### config.mk
export PLATFORM = sky130hd
export DESIGN_NAME = store_buffer
export DESIGN_NICKNAME = d
export VERILOG_FILES = /design/src/rtl/store_buffer_pkg.sv /design/src/rtl/store_buffer_fifo.sv /design/src/rtl/store_buffer.sv
export SDC_FILE = /design/constraint.sdc
export NUM_CORES = 1
export LEC_CHECK = 0
export CAP_MARGIN = 20
export CELL_PAD_IN_SITES_DETAIL_PLACEMENT = 0
export CELL_PAD_IN_SITES_GLOBAL_PLACEMENT = 1
export CORE_MARGIN = 3
export CORE_UTILIZATION = 43
export CTS_BUF_LIST = sky130_fd_sc_hd__clkbuf_2
export CTS_CLUSTER_SIZE = 14
export DETAILED_ROUTE_END_ITERATION = 12
export PLACE_DENSITY_LB_ADDON = 0.2
export SYNTH_ARGS = -nofsm -noshare
export SYNTH_HDL_FRONTEND = slang
export SYNTH_SLANG_ARGS = --single-unit
### constraint.sdc
create_clock -name CLK -period 4.57 [get_ports CLK]
set_input_delay 0.457 -clock CLK [delete_from_list [all_inputs] [get_ports CLK]]
set_output_delay 0.457 -clock CLK [all_outputs]
set_load 0.02 [all_outputs]
### src/rtl/store_buffer_pkg.sv
// rtl/store_buffer_pkg.sv - shared types and width defaults for the store buffer
package store_buffer_pkg;

   localparam int SB_AW    = 32;
   localparam int SB_DW    = 32;
   localparam int SB_DEPTH = 4;

   typedef enum logic [2:0] {
      IDLE,
      DRAIN,
      LOAD,
      FLUSH,
      DONE
   } sb_state_t;

   typedef struct packed {
      logic [SB_AW-1:0] addr;
      logic [SB_DW-1:0] data;
   } sb_entry_t;

endpackage

### src/rtl/store_buffer_fifo.sv
// rtl/store_buffer_fifo.sv - circular store queue exposing every entry for parallel address compare
import store_buffer_pkg::*;

module store_buffer_fifo #(
   parameter int DEPTH = SB_DEPTH,
   parameter int AW    = SB_AW,
   parameter int DW    = SB_DW
) (
   input  logic                     CLK,
   input  logic                     RST,
   input  logic                     push,
   input  logic [AW-1:0]            push_addr,
   input  logic [DW-1:0]            push_data,
   input  logic                     pop,
   input  logic                     upd_en,
   input  logic [$clog2(DEPTH)-1:0] upd_idx,
   input  logic [DW-1:0]            upd_data,
   output logic                     full,
   output logic                     empty,
   output logic [$clog2(DEPTH):0]   count,
   output logic [$clog2(DEPTH)-1:0] head,
   output logic [AW-1:0]            head_addr,
   output logic [DW-1:0]            head_data,
   output logic [AW-1:0]            entry_addr [DEPTH],
   output logic [DW-1:0]            entry_data [DEPTH],
   output logic [DEPTH-1:0]         valid
);

   localparam int PW = $clog2(DEPTH);
   localparam int CW = PW + 1;

   logic [PW-1:0] tail;
   logic [AW-1:0] addr_q [DEPTH];
   logic [DW-1:0] data_q [DEPTH];
   logic [PW-1:0] off;

   always_ff @(posedge CLK or posedge RST) begin
      if (RST) begin
         head  <= '0;
         tail  <= '0;
         count <= '0;
      end else begin
         if (push) tail <= tail + PW'(1);
         if (pop)  head <= head + PW'(1);
         case ({push, pop})
            2'b10:   count <= count + CW'(1);
            2'b01:   count <= count - CW'(1);
            default: count <= count;
         endcase
      end
   end

   // Storage carries no reset; only entries marked valid are ever observed.
   always_ff @(posedge CLK) begin
      if (push) begin
         addr_q[tail] <= push_addr;
         data_q[tail] <= push_data;
      end
      if (upd_en) data_q[upd_idx] <= upd_data;
   end

   always_comb begin
      off   = '0;
      valid = '0;
      for (int i = 0; i < DEPTH; i++) begin
         off      = PW'(i) - head;
         valid[i] = ({1'b0, off} < count);
      end
   end

   assign full       = (count == CW'(DEPTH));
   assign empty      = (count == '0);
   assign head_addr  = addr_q[head];
   assign head_data  = data_q[head];
   assign entry_addr = addr_q;
   assign entry_data = data_q;

endmodule

### src/rtl/store_buffer.sv
// rtl/store_buffer.sv - write buffer between datapath and dcache; STORE_BUFFER_COALESCE_EN merges same-word stores
import store_buffer_pkg::*;

module store_buffer #(
   parameter int DEPTH = SB_DEPTH,
   parameter int AW    = SB_AW,
   parameter int DW    = SB_DW
) (
   input  logic          CLK,
   input  logic          RST,
   input  logic          dp_ren,
   input  logic          dp_wen,
   input  logic [AW-1:0] dp_addr,
   input  logic [DW-1:0] dp_store,
   output logic [DW-1:0] dp_load,
   output logic          dp_hit,
   input  logic          halt_in,
   output logic          flushed,
   output logic          dmemREN,
   output logic          dmemWEN,
   output logic [AW-1:0] dmemaddr,
   output logic [DW-1:0] dmemstore,
   input  logic [DW-1:0] dmemload,
   input  logic          dhit
);

   localparam int PW = $clog2(DEPTH);
   localparam int CW = PW + 1;

   sb_state_t state, next_state;

   logic          push, pop, upd_en, full, empty;
   logic [CW-1:0] count;
   logic [PW-1:0] head, idx, fwd_idx, co_idx;
   logic [AW-1:0] head_addr;
   logic [DW-1:0] head_data;
   logic [AW-1:0] entry_addr [DEPTH];
   logic [DW-1:0] entry_data [DEPTH];
   logic [DEPTH-1:0] valid;
   logic          fwd_hit, co_hit, wr_busy, st_ok, ld_window, load_miss;

   store_buffer_fifo #(.DEPTH(DEPTH), .AW(AW), .DW(DW)) u_fifo (
      .CLK        (CLK),
      .RST        (RST),
      .push       (push),
      .push_addr  (dp_addr),
      .push_data  (dp_store),
      .pop        (pop),
      .upd_en     (upd_en),
      .upd_idx    (co_idx),
      .upd_data   (dp_store),
      .full       (full),
      .empty      (empty),
      .count      (count),
      .head       (head),
      .head_addr  (head_addr),
      .head_data  (head_data),
      .entry_addr (entry_addr),
      .entry_data (entry_data),
      .valid      (valid)
   );

   // A cache write is in flight whenever a draining state has a head entry.
   assign wr_busy   = ((state == DRAIN) || (state == FLUSH)) && !empty;
   assign pop       = wr_busy && dhit;
   assign st_ok     = !halt_in && (state != FLUSH) && (state != DONE);
   assign ld_window = !halt_in && ((state == IDLE) || (state == DRAIN));
   assign load_miss = dp_ren && !fwd_hit && ld_window;
   assign flushed   = (state == DONE);

   // Walk entries oldest to youngest so the last match seen is the youngest.
   always_comb begin
      fwd_hit = 1'b0;
      fwd_idx = '0;
      co_hit  = 1'b0;
      co_idx  = '0;
      idx     = '0;
      for (int k = 0; k < DEPTH; k++) begin
         idx = head + PW'(k);
         if (valid[idx] && (entry_addr[idx][AW-1:2] == dp_addr[AW-1:2])) begin
            fwd_hit = 1'b1;
            fwd_idx = idx;
`ifdef STORE_BUFFER_COALESCE_EN
            if (!(wr_busy && (idx == head))) begin
               co_hit = 1'b1;
               co_idx = idx;
            end
`endif
         end
      end
   end

   always_comb begin
      push    = 1'b0;
      upd_en  = 1'b0;
      dp_hit  = 1'b0;
      dp_load = '0;
      if (dp_wen && st_ok) begin
         if (co_hit) begin
            upd_en = 1'b1;
            dp_hit = 1'b1;
         end else if (!full || pop) begin
            push   = 1'b1;
            dp_hit = 1'b1;
         end
      end else if (dp_ren && ld_window && fwd_hit) begin
         dp_hit  = 1'b1;
         dp_load = entry_data[fwd_idx];
      end else if (dp_ren && (state == LOAD) && dhit) begin
         dp_hit  = 1'b1;
         dp_load = dmemload;
      end
   end

   always_ff @(posedge CLK or posedge RST) begin
      if (RST) state <= IDLE;
      else     state <= next_state;
   end

   always_comb begin
      next_state = state;
      dmemREN    = 1'b0;
      dmemWEN    = 1'b0;
      dmemaddr   = '0;
      dmemstore  = '0;
      if (wr_busy) begin
         dmemWEN   = 1'b1;
         dmemaddr  = head_addr;
         dmemstore = head_data;
      end
      case (state)
         IDLE: begin
            if (halt_in)        next_state = FLUSH;
            else if (load_miss) next_state = LOAD;
            else if (!empty)    next_state = DRAIN;
         end
         DRAIN: begin
            // FLUSH keeps presenting the same head, so a halt never drops the write.
            if (empty)          next_state = halt_in ? FLUSH : IDLE;
            else if (halt_in)   next_state = FLUSH;
            else if (dhit) begin
               if (load_miss)                        next_state = LOAD;
               else if ((count > CW'(1)) || push)    next_state = DRAIN;
               else                                  next_state = IDLE;
            end
         end
         LOAD: begin
            dmemREN  = 1'b1;
            dmemaddr = dp_addr;
            if (dhit) next_state = halt_in ? FLUSH : IDLE;
         end
         FLUSH: begin
            if (empty || (dhit && (count == CW'(1)))) next_state = DONE;
         end
         DONE:    next_state = DONE;
         default: next_state = IDLE;
      endcase
   end

endmodule

==> results of run 1 <==
## placed cells by master (no fill, tap or decap), types with 48 or more instances in the layout
master,synthesis,final
clkbuf_2,0,105
clkdlybuf4s50_1,0,168
nor2_1,142,135
xnor2_1,93,77
nand2_1,74,72
o21ai_0,74,73
mux4_2,109,109
edfxtp_1,256,256
mux2i_1,129,89
buf_6,6,64
nor2b_1,65,65
buf_12,0,48
buf_4,7,228
o21bai_1,66,60
nor3b_1,67,64
nor3_1,70,65
## Yosys cell counts (13+ instances only)
| cell | count | area [µm²] |
|---|---|---|
| a31oi_1 | 68 | 425.4 |
| mux4_2 | 109 | 2455 |
| nor2b_1 | 65 | 406.6 |
| nor4_1 | 13 | 81.33 |
| a22o_1 | 19 | 166.4 |
| xnor2_1 | 93 | 814.5 |
| buf_2 | 40 | 200.2 |
| nand2_1 | 74 | 277.8 |
| o21ai_0 | 74 | 370.4 |
| mux2i_1 | 129 | 1291 |
| buf_1 | 15 | 56.30 |
| nor2_1 | 142 | 533.0 |
| nor3_1 | 70 | 350.3 |
| mux2_2 | 13 | 146.4 |
| edfxtp_1 | 256 | 7687 |
| xor2_1 | 44 | 385.4 |
| o21bai_1 | 66 | 495.5 |
| ha_1 | 13 | 162.7 |
| inv_1 | 13 | 48.80 |
| nand4_1 | 17 | 106.4 |
| clkbuf_1 | 95 | 356.6 |
| nor3b_1 | 67 | 503.0 |
| and3_1 | 33 | 206.5 |
| o31ai_1 | 33 | 247.7 |
## worst max path at each step
| stage | to | slack, ns | cells past startpoint |
|---|---|---|---|
| 2_1_floorplan | dp_load[0] | 0.00009 | 19 |
| 4_1_cts | dp_load[28] | -0.97 | 17 |
| 3_5_place_dp | dp_load[15] | -0.63 | 15 |
| 3_3_place_gp | dp_load[8] | -0.63 | 14 |
| 5_1_grt | dp_load[28] | -1.10 | 18 |
| 6_report | dp_load[18] | -0.95 | 18 |
## power by group through the flow
stage	combinational (mW)	clock [mW]	sequential, mW
floorplan	5.36	0	3.18
global placement	8.05	0	3.28
detailed placement	8.15	0	3.30
CTS	9.05	1.85	3.19
global route	10.1	1.98	3.23
finish	9.55	1.79	3.20
## per-stage QoR
| step | hold slack (ns) | instances | util, % |
|---|---|---|---|
| after floorplan | 0.2972 | 1639 | - |
| after global placement | 0.5657 | 2510 | 55.38 |
| after detailed placement | 0.5680 | 2510 | 55.38 |
| after CTS | 0.02244 | 2691 | 60.10 |
| after global routing | 0.05419 | 2720 | 62.56 |
| final | 0.1419 | 2720 | 62.56 |
## timing repair
| action | 4_1_cts | 5_1_grt |
|---|---|---|
| hold endpoints to repair | 10 | 0 |
| hold buffers | 1 | 0 |
| setup endpoints to repair | 45 | 35 |
| gates resized for setup | 304 | 156 |
| setup buffers | 39 | 26 |
| gates cloned | 11 | 7 |
| pin swaps | 42 | 88 |
## metal layers
metal  share of wire, %  wire length, µm
met1                 40            25090
met2                 50            30980
met3                6.8             4232
met4                3.2             1975
met5              0.014                9
## state kept, by name, indices dropped and copies added (netlist names)
signal,count
state,3
u_fifo.count,3
u_fifo.entry_addr,128
u_fifo.entry_data,128
u_fifo.head,2
u_fifo.tail,2
## worst register-to-register path, stage by stage (launching register included)
cell,delay (ns)
dfrtp_1,0.49
inv_1,0.12
nor2_2,0.14
buf_4,0.24
nand2_1,0.36
inv_1,0.17
nand2_1,0.12
a31oi_1,0.60
and2_4,0.76
buf_4,0.45
## final cells by class
cell class / count / area (µm²) / area share [%]
Antenna cell: 2 / 5.005 / 0.01890
Sequential cell: 266 / 7945 / 30.01
Tap cell: 577 / 721.9 / 2.727
Timing Repair Buffer: 534 / 5688 / 21.48
Clock inverter: 26 / 153.9 / 0.5812
Clock buffer: 105 / 525.5 / 1.985
Inverter: 13 / 48.80 / 0.1843
Multi-Input combinational cell: 1197 / 11390 / 43.02
## cell families (layout without fill, tap and decap cells)
group	after synthesis	after routing	synth area share, %
compound gates	293	293	10.64
xor+xnor	137	137	6.457
fa+ha+maj	13	13	0.8753
buf+inv	176	678	4.208
flops	266	266	42.71
mux	251	251	20.95
other cells	0	2	0
simple gates	503	503	14.16
==> flow_summary.toml, run 1 <==
[synthesis]
yosysSeqAreaShare_pct = 42.71
synth_ff_type = "edfxtp_1"
yosys_warnings = 0
synth_nets = 1754
ys_types = 58
syn_inst = 1639
avgSynthCellArea_um2 = 11.34
async_flop_share_pct = 3.759
synth-edff-count = 256
syn-cell-area_mm2 = 0.01858
synth-seq-cells = 266

[global_routing]
grt_pass1_vias = 15850
use_met3_pct = 4.565
use_met1_pct = 34.01
grt_busiest_layer = "met2"
grt_util_met2_pct = 45.48
grt_overflow_total = 0
antenna_found_initial = 3
grt_max_degree = 129
grt_first_pass_wirelength_mm = 92.20
grt_usage_pct = 26.53

[sta]
layout_worst_path_cycle_share_pct = 120.8
setup_slack_ns = -0.9496
drv_slew = 0
tns_ns = -29.12
worst_pin_slew_ns = 0.7293
fin_skew_ns = 0.05606
min_period_ns = 5.520
fmax_mhz = 181.2
hold_viol = 0
relSlewSlack_pct = 51.15
rsz0062_at_grt = "yes"
setup_violations = 33

[worst_setup_path]
r2r_slack_ns = 0.74
cp.required_ns = 4.11
worstSetupPathType = "reg -> out"
cpLargestDelayFamily = "buffers and inverters"
critPathSlowestCell = "or4_4"
r2r_cells = 9
rr_endpoint = "u_fifo.entry_addr[93]"
cp-end-kind = "output port"
cp.arrival_ns = 5.06
path_buf_inv = 9
start_kind = "flop"
cp_max_fo = 8
cp-startpoint = "u_fifo.head[0]"
slowest_delay_ns = 0.57
reg2reg_from = "state[0]"
crit_path_cell_trace = "buf_12 -> buf_16 -> buf_16 -> buf_12 -> mux4_2 -> xnor2_2 -> o2111ai_2 -> or4_4 -> nor3_4 -> buf_6 -> buf_12 -> buf_12 -> clkbuf_16 -> nor3_2 -> o21bai_1 -> a31oi_2 -> o31ai_4 -> buf_6"
worst_path_most_repeated_cell = "buf_12"

[clock_tree]
insertion_delay_ns = 0.96
cts_tree = "built"
clk_path_buf_depth = 3
clk_pin_slew_worst_paths_ns = 0.10
cts.sinks = 266
numCtsBuffers = 75
cts-root-buf = "clkbuf_2"
cts_max_level = 3

[floorplan]
ios = 202
die-area_mm2 = 0.04575
chipWidth_um = 213.9
die_h_um = 213.9
start_util_pct = 43.91
core_area_mm2 = 0.04232
std_cell_rows = 75

[power]
power_density_mw_per_mm2 = 549.0
peakVddDrop_mv = 0.3445
p_seq_share_pct = 22.0
swShare_pct = 41.40
comb_power_share_pct = 65.7
p_leak_nw = 9.455
power_mw = 14.54
internal-power_mw = 8.519
p_sw_mw = 6.019
clkPwrFrac_pct = 12.3

[finish]
final_nets = 2202
drive_above_1_share_pct = 37.23
num-fill-cells = 3306
finalInstanceArea_mm2 = 0.02648
syn2layout_area_growth_pct = 42.49

[routing]
vias = 15840
first_pass_iters = 5
antenna_left = 0
drc = 0
routed_wl_mm = 62.29
vias_per_cell = 5.823
first_iter_violations = 1191
wl_per_cell_um = 22.90

[status]
status = "finished with violations"
violations = "negative setup slack"

[placed_design]
dp_worst_setup_slack_ns = -0.6284
hpwl_mm = 40.44
numPortBuffers = 201
placed_area_mm2 = 0.02344
place_congestion = 0.9246

[min_path]
min_from = "dp_store[21]"
hp-class = "in -> reg"
whs_path_depth = 1
hold_end = "u_fifo.entry_data[117]"

[flow_run]
maxCapViolCount = 0
No activity file was read; power rests on OpenSTA's default activity.
==> inputs of run 2 (changes only) <==
Settings changed: CORE_MARGIN 3 to 2.
==> run 2 against run 1 <==
  * The flow still finishes with violations (negative setup slack)
  * Non-clock buffer count fell by 2
  * Design area grew 0.32%
  * Fmax up 1.3%
  * Wire length grew 0.55%
  * Critical endpoint is now dp_load[6]
  * Largest power group unchanged
  * Sequential power about the same
  * Die area decreased by 1.9%
  * Core utilization decreased by 0.62 points
  * Power rose by 0.96%
  * Register-to-register slack improved by 0.33 ns
  * Global-route usage is 0.30 points higher
  * First-iteration DRC count increased by 12%
  * Critical path depth is 1 lower
==> flow_summary.toml, run 2 (synthesis results as in run 1) <==
[min_path]
min_from = "dp_store[6]"
hp-class = "in -> reg"

[status]
violations = "negative setup slack"
status = "finished with violations"

[finish]
finalInstanceArea_mm2 = 0.02656
final_nets = 2200
drive_above_1_share_pct = 37.09
layout.cells.non_filler = 2728
layout_common_cells = "256 x edfxtp_1, 234 x buf_4, 168 x clkdlybuf4s50_1"
syn2layout_area_growth_pct = 42.94
num-fill-cells = 3430
final_common_cell = "edfxtp_1"

[clock_tree]
numCtsBuffers = 75
cts.sinks = 266
clk_path_buf_depth = 3
cts-root-buf = "clkbuf_2"
clk_pin_slew_worst_paths_ns = 0.12
cts_max_level = 3
insertion_delay_ns = 0.97
cts_tree = "built"

[power]
internal-power_mw = 8.587
power_density_mw_per_mm2 = 552.5
p_sw_mw = 6.089
swShare_pct = 41.49
power_mw = 14.68
clkPwrFrac_pct = 11.8
p_leak_nw = 9.487
comb_power_share_pct = 66.4
peakVddDrop_mv = 0.3487
p_seq_share_pct = 21.8

[global_routing]
grt_pass1_vias = 15800
grt_util_met2_pct = 45.75
use_met3_pct = 4.436
grt_first_pass_wirelength_mm = 91.54
grt_max_degree = 96
grt_usage_pct = 26.83
use_met1_pct = 34.65
antenna_found_initial = 2
grt_overflow_total = 0
grt_busiest_layer = "met2"

[sta]
fin_skew_ns = 0.08761
fmax_mhz = 183.5
worst_pin_slew_ns = 0.7750
hold_viol = 0
min_period_ns = 5.451
drv_slew = 0
setup_violations = 33
tns_ns = -26.12
setup_slack_ns = -0.8808
layout_worst_path_cycle_share_pct = 119.3
relSlewSlack_pct = 48.34
hold_ws_ns = 0.1570
rsz0062_at_grt = "yes"

[floorplan]
die_h_um = 211.9
ios = 202
core_area_mm2 = 0.04289
chipWidth_um = 211.9
start_util_pct = 43.33
die-area_mm2 = 0.04490
std_cell_rows = 76

[worst_setup_path]
cp-end-kind = "output port"
cp_max_fo = 12
crit_path_cell_trace = "buf_12 -> buf_12 -> buf_16 -> mux4_2 -> xnor2_2 -> nand4_1 -> or4_4 -> nor3_4 -> buf_6 -> buf_12 -> buf_6 -> clkbuf_16 -> nor3b_1 -> mux2i_1 -> a31oi_2 -> o31ai_4 -> buf_6"
cp-startpoint = "u_fifo.head[0]"
worstSetupPathType = "reg -> out"
start_kind = "flop"
cp.required_ns = 4.11
critPathSlowestCell = "mux4_2"
slowest_delay_ns = 0.53
cp.arrival_ns = 4.99
reg2reg_from = "state[0]"

[routing]
antenna_left = 0
first_pass_iters = 5
first_iter_violations = 1329
routed_wl_mm = 62.63
vias_per_cell = 5.862
drc = 0
vias = 15990
wl_per_cell_um = 22.96

[flow_run]
maxCapViolCount = 0

[placed_design]
hpwl_mm = 39.73
dpl.cell_count = 2523
place_congestion = 0.8606
numPortBuffers = 201
placed_area_mm2 = 0.02352
[run 2: changes by cell type in the layout (fill, tap and decap cells not counted), moves of 6 or more]
| cell | delta |
|---|---|
| mux2i_2 | -14 |
| xnor2_1 | -8 |
| nor3_1 | -7 |
| buf_4 | +6 |
| xnor2_2 | +9 |
| mux2i_1 | +19 |
| clkbuf_16 | +7 |
| buf_6 | -9 |
[run 2: metrics by stage]
step	setup WS [ns]	utilization, %
CTS	-0.8999	59.03
detailed placement	-0.6469	54.83
global route	-1.028	61.94
finish	-0.8808	61.94
global placement	-0.6151	54.83
floorplan	0.00008926	-
[run 2: path summary, 6_finish.rpt]
kind	to	slack [ns]	cells past startpoint
max	dp_load[6]	-0.88	17
min	u_fifo.entry_data[102]	0.16	1
max reg2reg	u_fifo.entry_data[54]	1.07	10
min reg2reg	u_fifo.count[0]	0.61	1
max in group asynchronous	u_fifo.tail[0]	3.78	3
min in group asynchronous	u_fifo.head[1]	0.38	3
[run 2: layer usage]
| layer | part of all wire [%] | up-vias |
|---|---|---|
| li1 | - | 7216 |
| met1 | 41 | 7966 |
| met2 | 50 | 692 |
| met3 | 7.1 | 116 |
| met4 | 2.7 | 2 |
| met5 | 0.021 | - |
[run 2: area by class of cell]
class,count,area (µm²),area share [%]
clock buffer,100,500.5,1.884
timing repair buffer,532,5729,21.57
sequential,266,7945,29.91
antenna,2,5.005,0.01884
inverter,13,48.80,0.1837
tap,585,732.0,2.756
multi-input combinational,1197,11440,43.08
clock inverter,33,160.2,0.6029
[run 2: power by group through the flow]
| stage | clock (mW) | sequential, mW | combinational (mW) |
|---|---|---|---|
| finish | 1.74 | 3.20 | 9.74 |
| global route | 1.92 | 3.23 | 10.3 |
| CTS | 1.79 | 3.19 | 9.29 |
| detailed placement | 0 | 3.29 | 8.34 |
| global placement | 0 | 3.28 | 8.27 |
| floorplan | 0 | 3.18 | 5.36 |
[run 2: what timing repair did]
| action | CTS | global route |
|---|---|---|
| buffers inserted | 29 | 15 |
| endpoints found under the hold margin | 10 | 0 |
| gates resized for setup | 276 | 142 |
| gates cloned | 8 | 18 |
| endpoints found under the setup margin | 44 | 44 |
| hold buffers | 1 | 0 |
| pin swaps | 24 | 46 |
[run 2: critical path, delay by kind of cell (launching register included)]
family	cells	cell delay, ns
flops	1	0.49
buf+inv	8	1.20
compound gates	2	0.42
xor+xnor	1	0.25
simple gates	4	0.97
mux	2	0.70
